### src/rtl/mmio_uart_bridge.sv
// Memory-mapped bridge from the cpu byte bus to RAM and the UART TX/RX FIFOs, cycle counter and stop flag.
// Read data has one cycle of latency (IO registered, RAM passed through); full TX FIFO drops writes and raises io_buffer_full.
module mmio_uart_bridge #(
    parameter int TX_DEPTH = 8,
    parameter int RX_DEPTH = 8
) (
    input  logic        clk_in,
    input  logic        rst_in,
    input  logic [31:0] cpu_a,
    input  logic [7:0]  cpu_dout,
    input  logic        cpu_wr,
    output logic [7:0]  cpu_din,
    input  logic [7:0]  ram_din,
    output logic        ram_we,
    output logic        io_buffer_full,
    output logic [7:0]  tx_data,
    output logic        tx_valid,
    input  logic        tx_ready,
    input  logic [7:0]  rx_data,
    input  logic        rx_valid,
    output logic        rx_ready,
    output logic        program_stop,
    output logic        tx_overflow
);
    localparam int TAW = $clog2(TX_DEPTH);
    localparam int RAW = $clog2(RX_DEPTH);
    localparam logic [TAW:0] TX_FULL = (TAW+1)'(TX_DEPTH);
    localparam logic [RAW:0] RX_FULL = (RAW+1)'(RX_DEPTH);

    logic [7:0]     tx_mem [TX_DEPTH];
    logic [TAW-1:0] tx_wr_q, tx_rd_q;
    logic [TAW:0]   tx_cnt_q, tx_cnt_d;
    logic [7:0]     rx_mem [RX_DEPTH];
    logic [RAW-1:0] rx_wr_q, rx_rd_q;
    logic [RAW:0]   rx_cnt_q, rx_cnt_d;
    logic [31:0]    cyc_q, snap_q;
    logic [7:0]     io_rdata_q, io_rdata_d;
    logic           d1_io_sel_q, stop_pend_q, ibf_q, stop_q, ovf_q;

    logic       io_sel, wr_io, rd_io;
    logic [2:0] off;
    logic       tx_full, tx_pop, tx_req, tx_stop_push, tx_push;
    logic [7:0] tx_wdat;
    logic       rx_empty, rx_push, rx_pop;
    logic       unused_addr;

    assign unused_addr = ^{cpu_a[31:18], cpu_a[15:3]};

    assign io_sel = (cpu_a[17:16] == 2'b11);
    assign off    = cpu_a[2:0];
    assign wr_io  = cpu_wr & io_sel;
    assign rd_io  = ~cpu_wr & io_sel;
    assign ram_we = cpu_wr & ~io_sel;

    assign tx_full  = (tx_cnt_q == TX_FULL);
    assign tx_valid = (tx_cnt_q != '0);
    assign tx_data  = tx_mem[tx_rd_q];
    assign tx_pop   = tx_valid & tx_ready;
    assign tx_req   = wr_io & (off == 3'd0) & (cpu_dout != 8'h00);
    // The stop marker only takes a slot the cpu is not competing for.
    assign tx_stop_push = stop_pend_q & ~tx_req & (~tx_full | tx_pop);
    assign tx_push  = (tx_req & (~tx_full | tx_pop)) | tx_stop_push;
    assign tx_wdat  = tx_req ? cpu_dout : 8'h00;
    assign tx_cnt_d = tx_cnt_q + {{TAW{1'b0}}, tx_push} - {{TAW{1'b0}}, tx_pop};

    assign rx_empty = (rx_cnt_q == '0);
    assign rx_ready = (rx_cnt_q != RX_FULL) & rst_in;
    assign rx_push  = rx_valid & rx_ready;
    assign rx_pop   = rd_io & (off == 3'd0) & ~rx_empty;
    assign rx_cnt_d = rx_cnt_q + {{RAW{1'b0}}, rx_push} - {{RAW{1'b0}}, rx_pop};

    always_comb begin
        io_rdata_d = 8'h00;
        if (rd_io) begin
            case (off)
                3'd0:    io_rdata_d = rx_empty ? 8'h00 : rx_mem[rx_rd_q];
                3'd4:    io_rdata_d = cyc_q[7:0];
                3'd5:    io_rdata_d = snap_q[15:8];
                3'd6:    io_rdata_d = snap_q[23:16];
                3'd7:    io_rdata_d = snap_q[31:24];
                default: io_rdata_d = 8'h00;
            endcase
        end
    end

    assign cpu_din        = d1_io_sel_q ? io_rdata_q : ram_din;
    assign io_buffer_full = ibf_q;
    assign program_stop   = stop_q;
    assign tx_overflow    = ovf_q;

    always_ff @(posedge clk_in) begin
        if (!rst_in) begin
            tx_wr_q     <= '0;
            tx_rd_q     <= '0;
            tx_cnt_q    <= '0;
            rx_wr_q     <= '0;
            rx_rd_q     <= '0;
            rx_cnt_q    <= '0;
            cyc_q       <= '0;
            snap_q      <= '0;
            io_rdata_q  <= 8'h00;
            d1_io_sel_q <= 1'b1;    // selects io_rdata_q so cpu_din reads 0x00 out of reset
            stop_pend_q <= 1'b0;
            ibf_q       <= 1'b0;
            stop_q      <= 1'b0;
            ovf_q       <= 1'b0;
        end else begin
            cyc_q       <= cyc_q + 32'd1;
            d1_io_sel_q <= io_sel;
            io_rdata_q  <= io_rdata_d;
            if (rd_io && off == 3'd4)
                snap_q <= cyc_q;

            if (tx_push) begin
                tx_mem[tx_wr_q] <= tx_wdat;
                tx_wr_q         <= tx_wr_q + 1'b1;
            end
            if (tx_pop)
                tx_rd_q <= tx_rd_q + 1'b1;
            tx_cnt_q <= tx_cnt_d;
            ibf_q    <= (tx_cnt_d == TX_FULL);
            if (tx_req && tx_full && !tx_pop)
                ovf_q <= 1'b1;

            if (tx_stop_push)
                stop_pend_q <= 1'b0;
            if (wr_io && off == 3'd4) begin
                stop_q      <= 1'b1;
                stop_pend_q <= 1'b1;
            end

            if (rx_push) begin
                rx_mem[rx_wr_q] <= rx_data;
                rx_wr_q         <= rx_wr_q + 1'b1;
            end
            if (rx_pop)
                rx_rd_q <= rx_rd_q + 1'b1;
            rx_cnt_q <= rx_cnt_d;
        end
    end
endmodule

### config.mk
export PLATFORM = sky130hd
export DESIGN_NAME = mmio_uart_bridge
export DESIGN_NICKNAME = d
export VERILOG_FILES = /design/src/rtl/mmio_uart_bridge.sv
export SDC_FILE = /design/constraint.sdc
export NUM_CORES = 1
export LEC_CHECK = 0
export CORE_UTILIZATION = 36
export DETAILED_ROUTE_END_ITERATION = 12
export PLACE_DENSITY = 0.65
export SETUP_SLACK_MARGIN = 0.02
export SYNTH_ARGS = -nofsm -noshare
export SYNTH_HDL_FRONTEND = slang
export SYNTH_SLANG_ARGS = --single-unit
### constraint.sdc
create_clock -name clk_in -period 3.65 [get_ports clk_in]
set_input_delay 0.365 -clock clk_in [delete_from_list [all_inputs] [get_ports clk_in]]
set_output_delay 0.365 -clock clk_in [all_outputs]
set_load 0.01 [all_outputs]
After elaboration in Yosys (flattened, before gate mapping)
Memories as Yosys holds them, arrays and structs flattened. A register that Yosys moved wholly into a read port is not among the register bits.
Cells that the tools add are included.
Storage, ports and cells
  flip-flop bits (word level): 97
  RAM bits: 128
  bits of input ports: 61
  output and inout port bits: 22
  memories kept: 2
Operators by class
  add/sub/neg operators: 9
  equality and inequality tests: 8
  muxes and demuxes: 16
  bitwise logic cells: 20
  reduce and logical (&&, ||, !) cells: 11
Memory list
  rx_mem: depth 8, width 8, read ports 1, clocked after memory_dff 1, write ports 1, RTL line 33  | logic [7:0] rx_mem [RX_DEPTH];
  tx_mem: depth 8, width 8, read ports 1, clocked after memory_dff 1, write ports 1, RTL line 30  | logic [7:0] tx_mem [TX_DEPTH];
Operators by type and width (number)
  $pmux W8 S5: 1
  $add A32 B1 Y32 const B: 1
  $mux W8: 3
  $and A1 B1 Y1: 13
  $add A3 B1 Y3 const B: 4
  $eq A3 B3 Y1 const B: 4
  $mux W3: 4
  $add A4 B1 Y4: 2
  $eq A4 B4 Y1 const B: 2
  $mux W1: 8
  $reduce_bool A8 Y1: 1
  $sub A4 B1 Y4: 2
  $not A1 Y1: 5
  $logic_and A1 B1 Y1: 4
  $logic_not A4 Y1: 1
  $ne A4 B4 Y1 const B: 1
  $reduce_bool A4 Y1: 1
  $logic_not A3 Y1: 1
  $eq A2 B2 Y1 const B: 1
  $or A1 B1 Y1: 2
  $reduce_and A2 Y1: 1
  $reduce_bool A2 Y1: 1
  $logic_not A1 Y1: 1

Depth between registers and ports, before layout
Gate-level depths: netlist (run 1).
  depth after elaboration: 11
  gate-level depth with buffers: 15
  depth with buffers taken out: 13

Worst setup path after synthesis (run 1)
No wires, ideal clock.
  kind: input port to flip-flop
  start point: in cpu_a[0]
  end point: reg ibf_q (netlist: io_buffer_full)
  library setup time: 96 ps
  arrival: 2635 ps
  required time: 3554 ps
  path slack: 919 ps
  stages: 15
  buffers on the path: 3
  path through: buf_4 nor3_4 and3_1 buf_4 a21boi_4 o21ai_2 buf_6 ha_1 inv_1 ha_1 a21o_1 a21oi_1 xor2_1 and2_1 nor4b_1
On the way
  longest elaborated chain between the ends: 10
  elaborated cells on any way between the ends: 11
  those cells by class: add/sub (2); eq/ne (1); bitwise (7); reduce/logical (1)
RTL lines
  from (decl): RTL line 9  | input logic [31:0] cpu_a,
  $logic_not A3 Y1 (*): RTL line 59  | assign tx_req = wr_io & (off == 3'd0) & (cpu_dout != 8'h00);
  $and A1 B1 Y1 (*) (2 in series): RTL line 59
  $not A1 Y1: RTL line 61  | assign tx_stop_push = stop_pend_q & ~tx_req & (~tx_full | tx_pop);
  $and A1 B1 Y1 (2 in series): RTL line 61
  $or A1 B1 Y1 (*): RTL line 62  | assign tx_push = (tx_req & (~tx_full | tx_pop)) | tx_stop_push;
  $add A4 B1 Y4 (*): RTL line 64  | assign tx_cnt_d = tx_cnt_q + {{TAW{1'b0}}, tx_push} - {{TAW{1'b0}}, tx_pop};
  $sub A4 B1 Y4 (*): RTL line 64
  $eq A4 B4 Y1 (*): RTL line 121  | ibf_q <= (tx_cnt_d == TX_FULL);
  to (signal assigned): RTL line 121
  to (decl): RTL line 38  | logic d1_io_sel_q, stop_pend_q, ibf_q, stop_q, ovf_q;
Every way passes the cells marked *; elsewhere a longest branch is shown, timed or not.
A chain may end at the register's enable or synchronous reset.

==> results of run 1 <==
[layout by cell type, fill, tap and decap left out, drive strengths merged]
cell type / synthesis / layout
dfxtp: 95 / 95
a21oi: 3 / 3
buf: 12 / 28
bufinv: 0 / 1
clkinvlp: 0 / 1
or3: 2 / 2
a21boi: 7 / 7
nand4b: 2 / 2
xnor2: 27 / 27
nor4b: 4 / 4
nand4: 10 / 10
a21o: 3 / 3
inv: 23 / 23
nor2: 6 / 6
and2: 53 / 53
o22ai: 8 / 8
clkinv: 0 / 9
nor4: 11 / 11
o311ai: 1 / 1
nor3b: 3 / 3
mux2: 16 / 16
xor2: 11 / 11
nand2b: 2 / 2
edfxtp: 128 / 128
fa: 2 / 2
o21ai: 6 / 6
and3: 6 / 6
nor3: 5 / 5
clkbuf: 16 / 33
nand3: 21 / 21
nor2b: 32 / 32
ha: 17 / 17
mux4: 40 / 40
nand2: 20 / 20
clkdlybuf4s50: 0 / 54
and4: 5 / 5
mux2i: 35 / 35
[cells by family after synthesis]
kind of cell,count (synthesis),synth area share
buf+inv,51,0.0243
simple gates,182,0.121
xor+xnor,38,0.0357
fa+ha+maj,19,0.0271
flops,223,0.617
compound gates,28,0.0208
mux,91,0.154
[power groups by stage]
stage	logic, mW	clock network (mW)	registers [mW]
6_report	0.841	2.27	2.79
5_1_grt	0.935	2.42	2.80
4_1_cts	0.858	2.33	2.79
3_5_place_dp	0.853	0	2.84
3_3_place_gp	0.847	0	2.84
2_1_floorplan	0.592	0	2.81
[state kept, by name, indices dropped and copies added (netlist names), named ones only]
register and count:
rx_mem 64, tx_mem 64, cyc_q 32, snap_q 24, io_rdata_q 8, rx_cnt_q 4
tx_cnt_q 4, rx_rd_q 3, rx_wr_q 3, tx_rd_q 3, tx_wr_q 3, d1_io_sel_q 1
io_buffer_full 1, program_stop 1, stop_pend_q 1, tx_overflow 1
[metal layers]
layer	track usage	vias to the layer above	share of wire
met1	0.194	2566	0.47
met5	0	-	0
met4	0.0382	0	0.015
met3	0.0257	24	0.047
li1	-	2501	-
met2	0.225	122	0.47
[worst max-delay path: stages, from the launching register on]
cell and delay, ps:
sky130_fd_sc_hd__dfxtp_1 840, sky130_fd_sc_hd__mux4_2 400, sky130_fd_sc_hd__mux2_2 300, sky130_fd_sc_hd__clkdlybuf4s50_1 480
[through the flow]
stage | instances | hold slack [ps]
after floorplan | 632 | 433
after global placement | 1016 | 447
after detailed placement | 1016 | 459
after CTS | 1060 | 404
after global routing | 1060 | 431
final | 1060 | 409
[cell type report]
type,count,share of cell area
Sequential cell,223,0.518
Multi-Input combinational cell,358,0.303
Timing Repair Buffer,82,0.0674
Clock buffer,33,0.0600
Tap cell,330,0.0372
Inverter,23,0.00778
Clock inverter,11,0.00699
[worst min path at each step]
stage,to,depth (start not counted)
floorplan,cyc_q[0]$_SDFF_PN0_,1
global placement,cyc_q[0]$_SDFF_PN0_,1
detailed placement,cyc_q[0]$_SDFF_PN0_,1
CTS,rx_wr_q[2]$_SDFFE_PN0P_,5
global route,rx_wr_q[2]$_SDFFE_PN0P_,5
finish,rx_wr_q[2]$_SDFFE_PN0P_,5
==> impl_table.tex, run 1 <==
\begin{tabular}{lr}
\hline
Metric & Value \\
\hline
\multicolumn{2}{l}{\textbf{Status}} \\
\quad Outcome & complete, no violations \\
\multicolumn{2}{l}{\textbf{Global routing}} \\
\quad Global router's overall resource usage & 0.140 \\
\quad Largest net degree at the start of global routing & 88 \\
\quad Total gr overflow & 0 \\
\quad Number of global-route vias before repair & 5249 \\
\quad Initial antenna violation count & 0 \\
\quad Global-route wire length before repair & 28800 microns \\
\multicolumn{2}{l}{\textbf{Power and ir drop}} \\
\quad Combinational Power Share & 0.142 \\
\quad Leakage & 3.97 nW \\
\quad Sequential Power Share & 0.472 \\
\quad Final Total Pwr & 5.90 mW \\
\quad Worst IR Drop VDD & 323 uV \\
\quad Power Internal & 4.54 mW \\
\quad Switching power summed over all nets & 1.36 mW \\
\quad Switching Fraction & 0.231 \\
\quad Share of total power in the clock network & 0.385 \\
\quad Power Dens Cells & 532 nW/um\^{}2 \\
\multicolumn{2}{l}{\textbf{Logic synthesis}} \\
\quad Most repeated cell in the gate-level netlist after synthesis & sky130\_fd\_sc\_hd\_\_edfxtp\_1 \\
\quad Most used DFF post-synth & sky130\_fd\_sc\_hd\_\_edfxtp\_1 \\
\quad Leading cell types by total area after synthesis & sky130\_fd\_sc\_hd\_\_edfxtp\_1 (41\%), sky130\_fd\_sc\_hd\_\_dfxtp\_1 (20\%), sky130\_fd\_sc\_hd\_\_mux4\_2 (9.2\%) \\
\quad Leading cell types by count after synthesis & sky130\_fd\_sc\_hd\_\_edfxtp\_1 (128), sky130\_fd\_sc\_hd\_\_dfxtp\_1 (95), sky130\_fd\_sc\_hd\_\_and2\_1 (53) \\
\quad Share of flip-flops with an asynchronous set or reset & 0 \\
\quad Share of the synthesized area in the top cell type & 0.413 \\
\quad Count of cell types in the netlist & 44 \\
\quad Post-synth net total & 712 \\
\quad Sequential element share of the synthesized area & 0.617 \\
\quad Synthesis warning total & 0 \\
\quad Gate count after technology mapping & 632 \\
\quad Number of synthesized flops with an enable pin & 128 \\
\quad Combined area of all synthesized cells & 9320 sq um \\
\quad Library cell occupying the most area in the post-synthesis netlist & sky130\_fd\_sc\_hd\_\_edfxtp\_1 \\
\quad Mean post-synth cell area & 14.7 sq um \\
\quad Total of flip-flops plus latches after synthesis & 223 \\
\multicolumn{2}{l}{\textbf{Timing}} \\
\quad Endpoints failing setup & 0 \\
\quad Max Clock Freq & 345 MHz \\
\quad Final Cycle Share & 0.794 \\
\quad Setup repair after global routing missed its margin & false \\
\quad Post-Route Skew & 10.1 ps \\
\quad Tightest slew margin relative to the limit & 0.360 \\
\quad Clock period minus worst slack & 2900 ps \\
\quad Slew at the pin closest to its max-slew limit & 957 ps \\
\quad Final slew viol count & 0 \\
\quad Final setup TNS & 0 ps \\
\quad Final Hold Violating Endpoints & 0 \\
\quad Post-layout worst setup margin & 753 ps \\
\multicolumn{2}{l}{\textbf{Cells and area}} \\
\quad Final Net Count & 792 \\
\quad Final instance area & 11100 sq um \\
\quad Layout cells sized above 1 & 0.170 \\
\quad Final-layout fill cell count & 2305 \\
\quad Multi-input logic area & 3360 sq um \\
\quad N\_diodes & 0 \\
\quad Final core area utilization & 0.439 \\
\quad Layout area overhead & 19.1\% \\
\quad Area taken by flip-flops and latches & 5750 sq um \\
\multicolumn{2}{l}{\textbf{Setup path}} \\
\quad Element type at the critical path start & flip-flop \\
\quad Internal reg-to-reg setup slack & 1060 ps \\
\quad Reg-to-reg critical path startpoint & rx\_cnt\_q[2]\$\_SDFF\_PN0\_ \\
\quad Setup CP Type & flip-flop to primary output \\
\quad Reg-to-reg critical path endpoint & rx\_cnt\_q[2]\$\_SDFF\_PN0\_ \\
\quad Sort of element at the end of the critical path & primary output \\
\quad Capturing instance or port of the critical path & tx\_data[6] \\
\quad Worst Reg-to-Reg Cells & 11 \\
\quad Worst EP required & 3280 ps \\
\quad Largest fanout on the critical path & 16 \\
\quad Arr. time, crit path & 2530 ps \\
\multicolumn{2}{l}{\textbf{Clocking}} \\
\quad Count of hold-fix buffers inserted at cts & 0 \\
\quad Clock Pin Slew Worst Setup and Hold Paths & 60 ps \\
\quad Maximum clock insertion buffer count & 3 \\
\quad Num CTS Buffers & 24 \\
\quad Clock net sink count & 223 \\
\quad Clock latency reported for the late side of the worst-skew pair & 510 ps \\
\quad Number of setup buffers added after CTS & 0 \\
\quad Total number of H-tree levels & 1 \\
\quad CTS tree & done \\
\quad Resized cells post-CTS & 0 \\
\quad Root cell of the clock tree & sky130\_fd\_sc\_hd\_\_clkbuf\_16 \\
\multicolumn{2}{l}{\textbf{Route}} \\
\quad Routed wirelength normalized by instance count & 16.8 microns \\
\quad Sum of routed wire length over all layers & 17800 microns \\
\quad Initial detailed-routing violation count & 227 \\
\quad Via count & 5213 \\
\quad Drt via density & 4.92 \\
\quad Residual DRC count & 0 \\
\quad Length of the first detailed-routing pass in iterations & 4 \\
\quad Post-route ant nets & 0 \\
\multicolumn{2}{l}{\textbf{Floorplanning}} \\
\quad Horizontal die dimension & 163 microns \\
\quad Die height & 163 microns \\
\quad Starting density of the core & 0.369 \\
\quad Area of the core & 25300 sq um \\
\quad Overall die area & 26500 sq um \\
\quad Number of primary I/O pins & 83 \\
\quad Std-Cell Rows & 58 \\
\multicolumn{2}{l}{\textbf{Placement}} \\
\quad Global placer's final weighted congestion & 0.755 \\
\quad Cell area reported after detailed placement & 10300 sq um \\
\quad Post-place setup slack & 341 ps \\
\quad Count of buffers from port buffering & 55 \\
\quad Placed wire-length estimate & 11600 microns \\
\multicolumn{2}{l}{\textbf{Job}} \\
\quad Max-Cap Viols & 0 \\
\multicolumn{2}{l}{\textbf{Min path}} \\
\quad Path class of the lowest-slack min-delay path & input pin to flip-flop \\
\quad Worst hold start & rst\_in \\
\hline
\end{tabular}
(Power assumes the default switching activity.)
==> inputs of run 2 (changes only) <==
- clock period: 3.65 -> 2.7 ns (I/O delays scaled with it)
==> run 2 against run 1 <==
Against the previous run: non-clock buffer count increased by 16; first-iteration DRC count up 13%; critical path depth rose by 1; global-route usage is 0.18 points lower; clock skew up 7.1 ps; final area grew 1.8%; sequential power rose by 35%; power up 40%; sequential cell count unchanged; worst hold slack worse by 71 ps; clock-buffer cell count is 2 lower; wire length rose by 2.2%.
==> impl_table.tex, run 2 (synthesis results as in run 1) <==
\begin{tabular}{lr}
\hline
Metric & Value \\
\hline
\multicolumn{2}{l}{\textbf{Clocking}} \\
\quad Root cell of the clock tree & sky130\_fd\_sc\_hd\_\_clkbuf\_16 \\
\quad Clock Pin Slew Worst Setup and Hold Paths & 60 ps \\
\quad Maximum clock insertion buffer count & 3 \\
\quad Count of hold-fix buffers inserted at cts & 0 \\
\quad CTS tree & done \\
\quad Num CTS Buffers & 24 \\
\quad Clock net sink count & 223 \\
\quad Clock latency reported for the late side of the worst-skew pair & 510 ps \\
\quad Number of setup buffers added after CTS & 0 \\
\quad Total number of H-tree levels & 1 \\
\multicolumn{2}{l}{\textbf{Global routing}} \\
\quad Initial antenna violation count & 0 \\
\quad Global router's overall resource usage & 0.138 \\
\quad Number of global-route vias before repair & 5146 \\
\quad Global-route wire length before repair & 28400 microns \\
\quad Largest net degree at the start of global routing & 88 \\
\quad Total gr overflow & 0 \\
\multicolumn{2}{l}{\textbf{Cells and area}} \\
\quad N\_diodes & 0 \\
\quad Final-layout fill cell count & 2264 \\
\quad Most common cell after layout, fill and taps aside & sky130\_fd\_sc\_hd\_\_edfxtp\_1 \\
\quad Final Net Count & 808 \\
\quad Layout cells sized above 1 & 0.195 \\
\quad Commonest cells after routing, fill and taps aside & sky130\_fd\_sc\_hd\_\_edfxtp\_1 (128), sky130\_fd\_sc\_hd\_\_dfxtp\_1 (94), sky130\_fd\_sc\_hd\_\_and2\_1 (53), sky130\_fd\_sc\_hd\_\_clkdlybuf4s50\_1 (53), sky130\_fd\_sc\_hd\_\_buf\_4 (41) \\
\quad Layout area overhead & 21.3\% \\
\quad Registers with the highest flip-flop counts & rx\_mem x64, tx\_mem x64, cyc\_q x32 \\
\multicolumn{2}{l}{\textbf{Timing}} \\
\quad Clock period minus worst slack & 2590 ps \\
\quad Final Hold Violating Endpoints & 0 \\
\quad Final slew viol count & 0 \\
\quad Post-Route Skew & 17.2 ps \\
\quad Endpoints failing setup & 0 \\
\quad Tightest slew margin relative to the limit & 0.505 \\
\quad Final Cycle Share & 0.960 \\
\quad Post-route worst hold slack & 337 ps \\
\quad Max Clock Freq & 386 MHz \\
\quad Setup repair after global routing missed its margin & false \\
\quad Slew at the pin closest to its max-slew limit & 743 ps \\
\multicolumn{2}{l}{\textbf{Setup path}} \\
\quad Arr. time, crit path & 2320 ps \\
\quad Critical-path cell with the highest stage delay & sky130\_fd\_sc\_hd\_\_mux4\_2 \\
\quad Delay of the slowest critical-path stage & 500 ps \\
\quad Worst EP required & 2430 ps \\
\quad Setup CP Type & flip-flop to primary output \\
\quad Element type at the critical path start & flip-flop \\
\quad Sort of element at the end of the critical path & primary output \\
\quad Reg-to-reg critical path startpoint & rx\_cnt\_q[2]\$\_SDFF\_PN0\_ \\
\quad Internal reg-to-reg setup slack & 260 ps \\
\quad Cell Chain, Critical Path & buf\_12 -> mux4\_2 -> mux2\_2 -> clkdlybuf4s50\_1 \\
\quad Largest fanout on the critical path & 8 \\
\multicolumn{2}{l}{\textbf{Route}} \\
\quad Routed wirelength normalized by instance count & 17.0 microns \\
\quad Post-route ant nets & 0 \\
\quad Drt via density & 4.91 \\
\quad Length of the first detailed-routing pass in iterations & 5 \\
\quad Initial detailed-routing violation count & 256 \\
\quad Via count & 5277 \\
\quad Residual DRC count & 0 \\
\quad Sum of routed wire length over all layers & 18200 microns \\
\multicolumn{2}{l}{\textbf{Power and ir drop}} \\
\quad Leakage & 4.08 nW \\
\quad Final Total Pwr & 8.24 mW \\
\quad Power Dens Cells & 729 nW/um\^{}2 \\
\quad Worst IR Drop VDD & 564 uV \\
\multicolumn{2}{l}{\textbf{Floorplanning}} \\
\quad Starting density of the core & 0.369 \\
\quad Number of primary I/O pins & 83 \\
\quad Area of the core & 25300 sq um \\
\quad Overall die area & 26500 sq um \\
\quad Std-Cell Rows & 58 \\
\quad Die height & 163 microns \\
\quad Horizontal die dimension & 163 microns \\
\multicolumn{2}{l}{\textbf{Min path}} \\
\quad Path class of the lowest-slack min-delay path & input pin to flip-flop \\
\quad Worst hold start & rst\_in \\
\multicolumn{2}{l}{\textbf{Placement}} \\
\quad Global placer's final weighted congestion & 0.724 \\
\quad Count of buffers from port buffering & 55 \\
\quad Placed wire-length estimate & 11900 microns \\
\multicolumn{2}{l}{\textbf{Status}} \\
\quad Outcome & complete, no violations \\
\multicolumn{2}{l}{\textbf{Job}} \\
\quad Max-Cap Viols & 0 \\
\hline
\end{tabular}
==> run 2: changes by cell type in the layout (fill, tap and decap cells not counted), moves of 2 or more <==
cell,delta
sky130_fd_sc_hd__buf_4,+14
sky130_fd_sc_hd__clkinvlp_4,+2
sky130_fd_sc_hd__clkinv_2,-3
sky130_fd_sc_hd__clkbuf_1,-3
==> run 2: routing by layer <==
metal,global-route usage,vias to the layer above,share of wire
met4,0.0344,0,0.017
met3,0.0265,24,0.049
met1,0.191,2601,0.46
met5,0,-,0
met2,0.224,119,0.47
li1,-,2533,-
==> run 2: critical path, delay by kind of cell (launching register included) <==
| kind | cells | cell delay (ps) |
|---|---|---|
| multiplexers | 2 | 790 |
| buffers and inverters | 2 | 640 |
| flip-flops | 1 | 380 |
==> run 2: area by class of cell <==
cell class	count	area, sq um	share of cell area
clock buffer	31	668	0.0591
clock inverter	12	118	0.0104
inverter	23	86.3	0.00764
multi-input combinational	358	3360	0.298
sequential	223	5750	0.509
tap	330	413	0.0365
timing repair buffer	98	901	0.0797
==> run 2: report_power, final <==
group / switching, mW / internal, mW
sequential: 0.0757 / 3.69
combinational: 0.528 / 0.720
clock: 1.29 / 1.93
==> run 2: path summary, 6_finish.rpt <==
| kind | end | cells past startpoint |
|---|---|---|
| worst max register to register | rx_cnt_q[2]$_SDFF_PN0_ | 12 |
| worst min register to register | program_stop$_SDFFE_PN0P_ | 2 |
| worst max-delay path | tx_data[3] | 4 |
| worst min-delay path | rx_wr_q[2]$_SDFFE_PN0P_ | 5 |
==> run 2: per-stage QoR <==
stage	setup WS (ps)	std cells	util	TNS, ps	cell area (sq um)
floorplan	63.7	632	-	0	9320
global placement	-232	1031	0.414	-459	10500
detailed placement	-306	1031	0.414	-713	10500
CTS	28.7	1074	0.446	0	11300
global route	39.0	1075	0.447	0	11300
finish	108	1075	0.447	0	11300
==> run 2: repair_timing <==
item	in CTS	in global routing
pin swaps	0	1
resized for setup	3	4
endpoints found under the hold margin	0	0
cloned	0	1
setup endpoints to repair	8	4
